File: config.mk
export PLATFORM = sky130hd
export DESIGN_NAME = id_ex_operand_stage
export DESIGN_NICKNAME = d
export VERILOG_FILES = /design/src/rtl/id_ex_operand_stage.sv
export SDC_FILE = /design/constraint.sdc
export NUM_CORES = 1
export LEC_CHECK = 0
export ABC_AREA = 1
export ABC_CLOCK_PERIOD_IN_PS = 4400
export BUFFER_PORTS_ARGS = -buffer_cell sky130_fd_sc_hd__buf_2
export CAP_MARGIN = 20
export CORE_AREA = 2 2 220 222
export DETAILED_ROUTE_END_ITERATION = 12
export DIE_AREA = 0 0 222 224
export SLEW_MARGIN = 20
export SYNTH_ARGS = -nofsm -noshare
export SYNTH_HDL_FRONTEND = slang
export SYNTH_SLANG_ARGS = --single-unit
export TNS_END_PERCENT = 100
File: constraint.sdc
create_clock -name clk -period 4.4 [get_ports clk]
set_input_delay 0.66 -clock clk [delete_from_list [all_inputs] [get_ports clk]]
set_output_delay 0.66 -clock clk [all_outputs]
set_load 0.05 [all_outputs]
File: src/rtl/id_ex_operand_stage.sv
// ID/EX pipeline register with EX/MEM and MEM/WB operand forwarding and load-use stall detection.
// Optional IDEX_PERF_CNT_EN adds stall/flush event counters (perf_stall_cnt, perf_flush_cnt).
module id_ex_operand_stage #(
   parameter int DW  = 64,
   parameter int RW  = 5,
   parameter int XZR = 31
) (
   input  logic          clk,
   input  logic          rst_n,
   input  logic          id_valid,
   input  logic [DW-1:0] id_a,
   input  logic [DW-1:0] id_b,
   input  logic [DW-1:0] id_imm,
   input  logic [RW-1:0] id_rn,
   input  logic [RW-1:0] id_rm,
   input  logic [RW-1:0] id_rd,
   input  logic          id_alusrc,
   input  logic [3:0]    id_aluctr,
   input  logic [3:0]    id_ctrl,
   input  logic          hold,
   input  logic          flush,
   input  logic          mem_regwrite,
   input  logic [RW-1:0] mem_rd,
   input  logic [DW-1:0] mem_result,
   input  logic          wb_regwrite,
   input  logic [RW-1:0] wb_rd,
   input  logic [DW-1:0] wb_result,
   output logic [DW-1:0] alu_a,
   output logic [DW-1:0] alu_b,
   output logic [3:0]    alu_ctr,
   output logic          ex_valid,
   output logic [RW-1:0] ex_rd,
   output logic [3:0]    ex_ctrl,
   output logic [DW-1:0] ex_store_data,
   output logic          stall_o
`ifdef IDEX_PERF_CNT_EN
   ,
   output logic [31:0]   perf_stall_cnt,
   output logic [31:0]   perf_flush_cnt
`endif
);

   localparam logic [RW-1:0] XzrIdx = RW'(XZR);

   typedef struct packed {
      logic          valid;
      logic [DW-1:0] a;
      logic [DW-1:0] b;
      logic [DW-1:0] imm;
      logic [RW-1:0] rn;
      logic [RW-1:0] rm;
      logic [RW-1:0] rd;
      logic          alusrc;
      logic [3:0]    aluctr;
      logic [3:0]    ctrl;
   } stage_t;

   stage_t stage_d, stage_q;
   logic [DW-1:0] fwd_rn, fwd_rm;

   // ctrl bit 2 is MemRead: a load in EX whose target is read by ID must wait one cycle
   assign stall_o = stage_q.valid & stage_q.ctrl[2] & id_valid & (stage_q.rd != XzrIdx) &
                    ((stage_q.rd == id_rn) | (stage_q.rd == id_rm));

   always_comb begin
      stage_d = stage_q;
      if (!hold) begin
         if (flush || stall_o) begin
            stage_d.valid = 1'b0;
            stage_d.ctrl  = 4'd0;
         end else begin
            stage_d.valid  = id_valid;
            stage_d.a      = id_a;
            stage_d.b      = id_b;
            stage_d.imm    = id_imm;
            stage_d.rn     = id_rn;
            stage_d.rm     = id_rm;
            stage_d.rd     = id_rd;
            stage_d.alusrc = id_alusrc;
            stage_d.aluctr = id_aluctr;
            stage_d.ctrl   = id_valid ? id_ctrl : 4'd0;
         end
      end
   end

   always_ff @(posedge clk) begin
      if (!rst_n) begin
         stage_q <= '0;
      end else begin
         stage_q <= stage_d;
      end
   end

   // Forwarding is suppressed for an empty stage so a freshly reset stage presents zero operands
   always_comb begin
      fwd_rn = stage_q.a;
      fwd_rm = stage_q.b;
      if (stage_q.valid && stage_q.rn != XzrIdx) begin
         if (mem_regwrite && mem_rd == stage_q.rn) begin
            fwd_rn = mem_result;
         end else if (wb_regwrite && wb_rd == stage_q.rn) begin
            fwd_rn = wb_result;
         end
      end
      if (stage_q.valid && stage_q.rm != XzrIdx) begin
         if (mem_regwrite && mem_rd == stage_q.rm) begin
            fwd_rm = mem_result;
         end else if (wb_regwrite && wb_rd == stage_q.rm) begin
            fwd_rm = wb_result;
         end
      end
   end

   assign alu_a         = fwd_rn;
   assign alu_b         = stage_q.alusrc ? stage_q.imm : fwd_rm;
   assign ex_store_data = fwd_rm;
   assign alu_ctr       = stage_q.aluctr;
   assign ex_valid      = stage_q.valid;
   assign ex_rd         = stage_q.rd;
   assign ex_ctrl       = stage_q.ctrl;

`ifdef IDEX_PERF_CNT_EN
   logic [31:0] stall_cnt_q, flush_cnt_q;

   always_ff @(posedge clk) begin
      if (!rst_n) begin
         stall_cnt_q <= 32'd0;
         flush_cnt_q <= 32'd0;
      end else if (!hold) begin
         if (stall_o) stall_cnt_q <= stall_cnt_q + 32'd1;
         if (flush)   flush_cnt_q <= flush_cnt_q + 32'd1;
      end
   end

   assign perf_stall_cnt = stall_cnt_q;
   assign perf_flush_cnt = flush_cnt_q;
`endif

endmodule

## Word-level counts from Yosys, hierarchy flattened

Cells that the tools add are included.
W data, S select, Z words.

- Word-level logic and storage cells: 44
- Bits in registers: 217

- Equal/unequal tests: 9
- Reductions and logical operators: 8
- Bitwise logic cells: 7
- Muxes and demuxes: 10

Operators by type and width:

| cell | count |
|---|---|
| $mux W64 | 7 |
| $eq A5 B5 Y1 | 6 |
| $ne A5 B5 Y1 const B | 3 |
| $mux W4 | 2 |
| $logic_and A1 B1 Y1 | 6 |
| $and A1 B1 Y1 | 4 |
| $not A1 Y1 | 2 |
| $reduce_and A2 Y1 | 1 |
| $logic_or A1 B1 Y1 | 1 |
| $mux W1 | 1 |
| $or A1 B1 Y1 | 1 |

## Longest topological paths before layout

Gate-level depths: netlist of run 1.

- Depth in word-level cells: 7
- Mapped depth: 12
- Mapped depth without buffers: 10

## Worst setup path before layout of run 1

Ideal clock, no wire load.

- Path kind: in2out
- From: input port mem_rd[3]
- To: output port alu_a[10]
- Path buffers: 2
- Data arrival time: 2.368 ns
- Cell stages on the path: 7
- Setup slack: 1.372 ns
- Cell sequence: or2_0 > a21oi_1 > nand3_2 > buf_2 > buf_2 > o21a_1 > a21oi_1

- Longest elaborated chain between the ends: 4

RTL lines:

| element | RTL line | text |
|---|---|---|
| from (decl) | 23 | `input logic [RW-1:0] mem_rd,` |
| $eq A5 B5 Y1 | 99 | `if (mem_regwrite && mem_rd == stage_q.rn) begin` |
| $logic_and A1 B1 Y1 | 99 |  |
| $mux W64 | 99 |  |
| $mux W64 | 98 | `if (stage_q.valid && stage_q.rn != XzrIdx) begin` |
| to (decl) | 28 | `output logic [DW-1:0] alu_a,` |

Every way passes these cells.

## Worst setup path in the final report of run 1

- From: register stage_q[19] (netlist bit)
- To: output port alu_a[1]

- Longest elaborated chain between the ends: 5
- Elaborated cells on any way between the ends: 9
- Classes of those cells: 3 x eq/ne; 3 x mux; 3 x reduce/logical

RTL lines:

| element | RTL line | text |
|---|---|---|
| from (decl) | 58 | `stage_t stage_d, stage_q;` |
| from (signal assigned) | 90 | `stage_q <= stage_d;` |
| $eq A5 B5 Y1 | 101 | `end else if (wb_regwrite && wb_rd == stage_q.rn) begin` |
| $logic_and A1 B1 Y1 | 101 |  |
| $mux W64 | 101 |  |
| $mux W64 | 99 |  |
| $mux W64 (*) | 98 |  |

Mark *: on every way between the ends. The rest lies on a longest branch, timed or not.

==> results of run 1 <==
registers in the layout, summed over array words and instances (netlist names):
name	cells
ex_ctrl	4
ex_rd	5
stage_q	203
ex_valid	1
alu_ctr	4
cell families (layout without fill, tap and decap cells):
logic type / Yosys count / after routing
buffers and inverters: 361 / 808
xor gates and xnor gates: 7 / 7
other: 0 / 17
AOI/OAI and AO/OA: 488 / 488
and+or+nand+nor: 1147 / 1147
DFF: 217 / 217
metrics by stage:
| stage | setup WS, ns | util [%] | hold WS (ns) |
|---|---|---|---|
| 2_1_floorplan | 1.37 | - | 0.437 |
| 3_3_place_gp | 1.09 | 35.5 | 0.444 |
| 3_5_place_dp | 1.11 | 35.5 | 0.453 |
| 4_1_cts | 0.728 | 37.4 | 0.323 |
| 5_1_grt | 0.534 | 37.5 | 0.339 |
| 6_report | 0.704 | 37.5 | 0.361 |
final timing paths:
check,from,endpoint,slack (ns),depth (start not counted)
max,stage_q[19]$_SDFFE_PN0P_,alu_a[1],0.70,8
min,id_imm[2],stage_q[26]$_SDFFE_PN0P_,0.36,3
max reg2reg,ex_rd[2]$_SDFFE_PN0P_,stage_q[19]$_SDFFE_PN0P_,1.82,11
min reg2reg,stage_q[131]$_SDFFE_PN0P_,stage_q[131]$_SDFFE_PN0P_,0.46,2
worst max-delay path, stage by stage (launching register included):
cell and delay, ns:
dfxtp_1 0.48, inv_1 0.10, o21ai_0 0.16, a21oi_1 0.07, nand3_2 0.09, buf_4 0.66, o21ai_0 0.31, a21oi_1 0.27
buf_2 0.31
cells in the final DEF, fill, tap and decap left out, drive strengths merged:
cell / n
nand2: 578
inv: 160
buf: 596
a31oi: 1
nand4: 5
dfxtp: 217
xnor2: 2
or2: 1
bufinv: 2
and2: 64
o22ai: 4
o21ai: 70
diode: 17
nor3: 3
xor2: 5
nor2: 147
clkinvlp: 2
a21oi: 349
clkinv: 6
clkbuf: 42
nand3: 285
o21a: 64
nand3b: 64
power by group:
part,leakage [nW],switching [mW],internal [mW]
Combinational,6.69,0.848,0.373
Sequential,1.77,0.0561,2.06
Clock,0.461,0.960,1.42
Total,8.93,1.86,3.85
cell type report:
type	instances	share of cell area, %
clock buffers	42	4.70
clock inverters	10	0.613
repair buffers	596	18.0
inverters	160	3.41
flip-flops and latches	217	24.5
diodes	17	0.239
well taps	615	4.33
multi-input cells	1642	44.2
layer usage:
metal	share of wire (%)	up-vias	global-route usage, %
met5	0.10	-	0
met3	8.2	160	5.26
met2	46	750	37.6
li1	-	8084	-
met4	3.8	12	8.89
met1	42	7584	29.0
==> results.md, run 1 <==
- Inst Count DP: 3230
- CP Launch Type: flip-flop
- CTS tree: built
- Clock Path Buffers: 3
- Vias in the first global route: 15600
- Sequential-to-total area share from yosys stat: between 30% and 40%
- Register area: ~0.0043 mm2
- Clock Latency Late Sink: ~0.56 ns
- Residual DRC: 0
- Fin crit share: between 80% and 90%
- Pins Over Slew Limit: 0
- Crit path DAT: 3.04 ns
- Final setup fails: 0
- Drt pass-1 iters: 8
- Root Driver: clkbuf_16
- Post-Synth XOR/XNOR Area: 0.445%
- Initial antenna violation count: 23
- Total track usage: 22.9%
- Post-synthesis mux area share: 0%
- Final wirelength: 60.2 mm
- Peak VDD IR: 0.285 mV
- Share of layout cells above drive strength 1: 24.6%
- Leak: 8.93 nW
- Initial core utilization: 29.1%
- Synth area leaders: dfxtp_1, nand2_1, a21oi_1
- Clk slew on worst S/H paths: 0.06 ns
- Die Height: about 220 um
- Synthesized net count: 2581
- Postcts setup bufs: 0
- Worst-path fanout max: 64
- Sink count of the clock tree: 217
- Post-cts hold buffer count: 0
- Slew margin rel.: 37.2%
- Synth top cells by count: nand2_1, a21oi_1, nand3_1
- Post-synth ARST share: 0%
- Post-DP HPWL: 41.7 mm
- Max Cap Viol: 0
- IO Pins: 568
- Final Hold Vio Count: 0
- Fmax: 0.271 GHz
- Vias: roughly 17000
- Filler cells: 5282
- Synth Area in Simple Gates: 37.0%
- DIE WIDTH: 222 um
- Mapped Cells: 2220
- Status: finished, final reports clean
- Critical Path RT: 3.74 ns
- Worst slew pin tran: 0.942 ns
- Post-synthesis compound-gate area fraction: 18.9%
- Synthesized area per cell: around 6.2 um2
- 1st-iter DRT viols: around 1200
- Top_reg_cell synth: dfxtp_1
- Yosys warning count: 0
- Multi-input gate area: 0.00786 mm2
- Total power draw: 5.71 mW
- Synth area leader: dfxtp_1
- RSZ-0062 raised after global routing: false
- Post-route ant nets: 0
- # resized after CTS: 0
- Core Box Area: 0.0473 mm2
- H-tree depth: 1
- Final design area excluding fillers: 0.0178 mm2
- Clock Skew: 0.0191 ns
- DR vias/cell: 5.03
- Crit end category: primary output
- Area Overhead vs Synth: 29.0%
- Fin Setup TNS: 0 ns
- Largest family of logic cells by synthesized area: simple AND/OR/NAND/NOR gates
- Top-count cell post-synth: nand2_1
- Area post-placement: about 0.017 mm2
- Power per cell area: 322 mW/mm2
- Global route overflow: 0
- Number of enable flip-flop cells after synthesis: 0
- Die area: 0.0497 mm2
- Yosys reg bits: ~220
- Pin count of the biggest net entering global routing: 129
- Cell Rows: 80
- Hold crit path type: in -> reg
- First-pass GRT wire length: a little over 90 mm
- Placer Congestion: 0.921
- Crit Path Category: reg -> out
- Number of CTS-inserted buffers: 28
- Synth unique cells: 27
- Drt wl/cell: between 15 and 20 um
- Post-synth top area share: 31.5%
- Port bufs: 567
- Layout Nets: 3006
- Final worst path period need: around 3.7 ns
- Adder-Cell Fraction of Synth Area: 0%
- Synthesized cell area: 0.0138 mm2
- Cell Count, Final, Fillers Out: 3299
(Power assumes the default switching activity.)
==> run 2, diff against run 1 <==
ABC_CLOCK_PERIOD_IN_PS = 3100   (was 4400)
CORE_AREA = 2 2 219 221   (was 2 2 220 222)
DIE_AREA = 0 0 221 223   (was 0 0 222 224)
clock period = 3.1 ns   (was 4.4 ns; I/O delays follow)
==> run 2 against run 1 <==
Core utilization increased by 1.6 points. Power rose by 44%. Final area rose by 3.7%. Clock skew decreased by 0.0043 ns. Clock power increased by 44%. Clock-buffer cell count shrank 4. Critical path depth unchanged. Sequential share of layout area down 0.82 points. Die area fell by 0.89%. Register-to-register slack worse by 1.2 ns. Routed wire length grew 3.4%. Non-clock buffer count increased by 21. Largest power group unchanged. Highest routed layer unchanged.
==> results.md, run 2 (same netlist as run 1, synthesis figures left out) <==
- DIE WIDTH: 221 um
- Post-cts hold buffer count: 0
- Critical Path Sink: alu_a[31]
- Clk slew on worst S/H paths: 0.06 ns
- Placer Congestion: 1.01
- 1st-iter DRT viols: ~1500
- Commonest non-fill, non-tap cell in the layout: nand2_1
- CP startpoint: stage_q[20]$_SDFFE_PN0P_
- Root Driver: clkbuf_16
- CP cell instances: inv_1 > nor3_1 > a31oi_4 > buf_6 > o21a_1 > a21oi_1 > buf_4 > buf_12
- Post-route ant nets: 0
- Pin count of the biggest net entering global routing: 127
- Sink count of the clock tree: 217
- CP Launch Type: flip-flop
- CTS tree: built
- H-tree depth: 1
- Core Box Area: 0.0471 mm2
- Cell Count, Final, Fillers Out: 3313
- Final Hold Vio Count: 0
- Crit-path slowest cell: dfxtp_1
- Initial core utilization: roughly 29%
- Final worst setup slack: about 0.035 ns
- Reg with most FFs: stage_q
- Final wirelength: 62.3 mm
- Max Cap Viol: 0
- Clock Latency Late Sink: 0.56 ns
- Final worst path period need: a little over 3 ns
- Share of layout cells above drive strength 1: 25.9%
- Die area: 0.0493 mm2
- Clock Skew: 0.0148 ns
- Die Height: 223 um
- Vias: 17100
- RSZ-0062 raised after global routing: true
- Peak VDD IR: 0.361 mV
- Leading cell types in the layout, fill and taps excluded: nand2_1, buf_2, a21oi_1, nand3_1, dfxtp_1
- Pins Over Slew Limit: 0
- Crit Path Category: reg -> out
- Layout Nets: 3028
- Drt wl/cell: 18.8 um
- Clock Path Buffers: 3
- Critical Path RT: 2.63 ns
- Number of CTS-inserted buffers: 29
- Initial antenna violation count: 17
- Hold crit path type: in -> reg
- Slew margin rel.: 52.1%
- Worst slew pin tran: between 0.7 and 0.8 ns
- Cell Rows: 80
- Residual DRC: 0
- Number of flip-flops in the largest register: 203
- Slowest Stage Delay on Critical Path: 0.44 ns
- Port bufs: 567
- Crit end category: primary output
- Inst Count DP: 3242
- Worst-path fanout max: a little under 70
- Power per cell area: 447 mW/mm2
- Post-DP HPWL: 42.3 mm
- R2R cell count: 11
- DR vias/cell: roughly 5.2
- Status: finished, final reports clean
- Total track usage: between 20 and 25%
- R2R Setup Slk: 0.66 ns
- Hold Crit Depth: 3
- R2R Path End: ex_rd[1]$_SDFFE_PN0P_
- Fmax: 0.326 GHz
- Final setup fails: 0
- Fin crit share: 98.9%
- Global route overflow: 0
- IO Pins: between 500 and 600
- Vias in the first global route: roughly 16000
- Crit path DAT: 2.60 ns
- Worst reg2reg path startpoint: ex_rd[1]$_SDFFE_PN0P_
- Pre-CTS WS: between 0.3 and 0.4 ns
- Drt pass-1 iters: 6
- Area Overhead vs Synth: 33.8%
- Leak: between 9 and 10 nW
- First-pass GRT wire length: 90.9 mm
==> run 2: changes by cell type in the layout (fill, tap and decap cells not counted), sizes merged <==
cell | previous run | this run
clkbuf | 42 | 88
buf | 596 | 567
diode | 17 | 10
clkinv | 6 | 8
bufinv | 2 | 3
inv | 160 | 161
==> run 2: area by class of cell <==
class	count	area, um2
sequential	217	4360
antenna	10	25.0
clock inverter	14	158
multi-input combinational	1642	7920
tap	615	769
inverter	160	606
timing repair buffer	617	3800
clock buffer	38	800
fill	5017	28700
==> run 2: through the flow <==
step           instance area, um2  hold WS, ns  setup TNS [ns]  total power [mW]  utilization, %
6_report                    18400        0.173               0              8.24            39.1
5_1_grt                     18400        0.157         -0.0236              8.57            39.1
4_1_cts                     18000        0.145               0              8.28            38.3
3_5_place_dp                17000        0.451               0              4.81            36.1
3_3_place_gp                17000        0.447               0              4.79            36.1
2_1_floorplan               13800        0.437               0              4.17               -
==> run 2: how the worst min path moves through the flow <==
stage	startpoint	to
global placement	stage_q[196]$_SDFFE_PN0P_	stage_q[196]$_SDFFE_PN0P_
floorplan	ex_ctrl[3]$_SDFFE_PN0N_	ex_ctrl[3]$_SDFFE_PN0N_
CTS	id_b[50]	stage_q[138]$_SDFFE_PN0P_
global route	id_a[6]	stage_q[158]$_SDFFE_PN0P_
detailed placement	stage_q[169]$_SDFFE_PN0P_	stage_q[169]$_SDFFE_PN0P_
finish	id_rd[0]	ex_rd[0]$_SDFFE_PN0P_
==> run 2: timing repair <==
action                                  in CTS  in global routing
endpoints found under the setup margin      20                149
pin swaps                                    0                  6
cloned                                       0                  5
buffers inserted                             0                  4
gates resized for setup                     29                 95
==> run 2: routing by layer <==
metal / vias up / share of wire (%) / global-route usage [%]
met4: 8 / 4.1 / 10.3
li1: 8123 / - / -
met3: 163 / 8.0 / 3.75
met2: 895 / 47 / 37.8
met1: 7883 / 41 / 29.0
met5: - / 0.084 / 0
==> run 2: power by group <==
part	internal [mW]	total, mW	leakage [nW]	switching [mW]
Clock	2.06	3.43	0.471	1.37
Sequential	2.92	3.00	1.78	0.0775
Combinational	0.588	1.81	6.86	1.22
==> run 2: worst max-delay path, delay by kind of cell, from the launching register on <==
kind            cells  cell delay, ns
compound gates      3            0.51
buf+inv             4            0.65
flops               1            0.44
simple gates        1            0.34
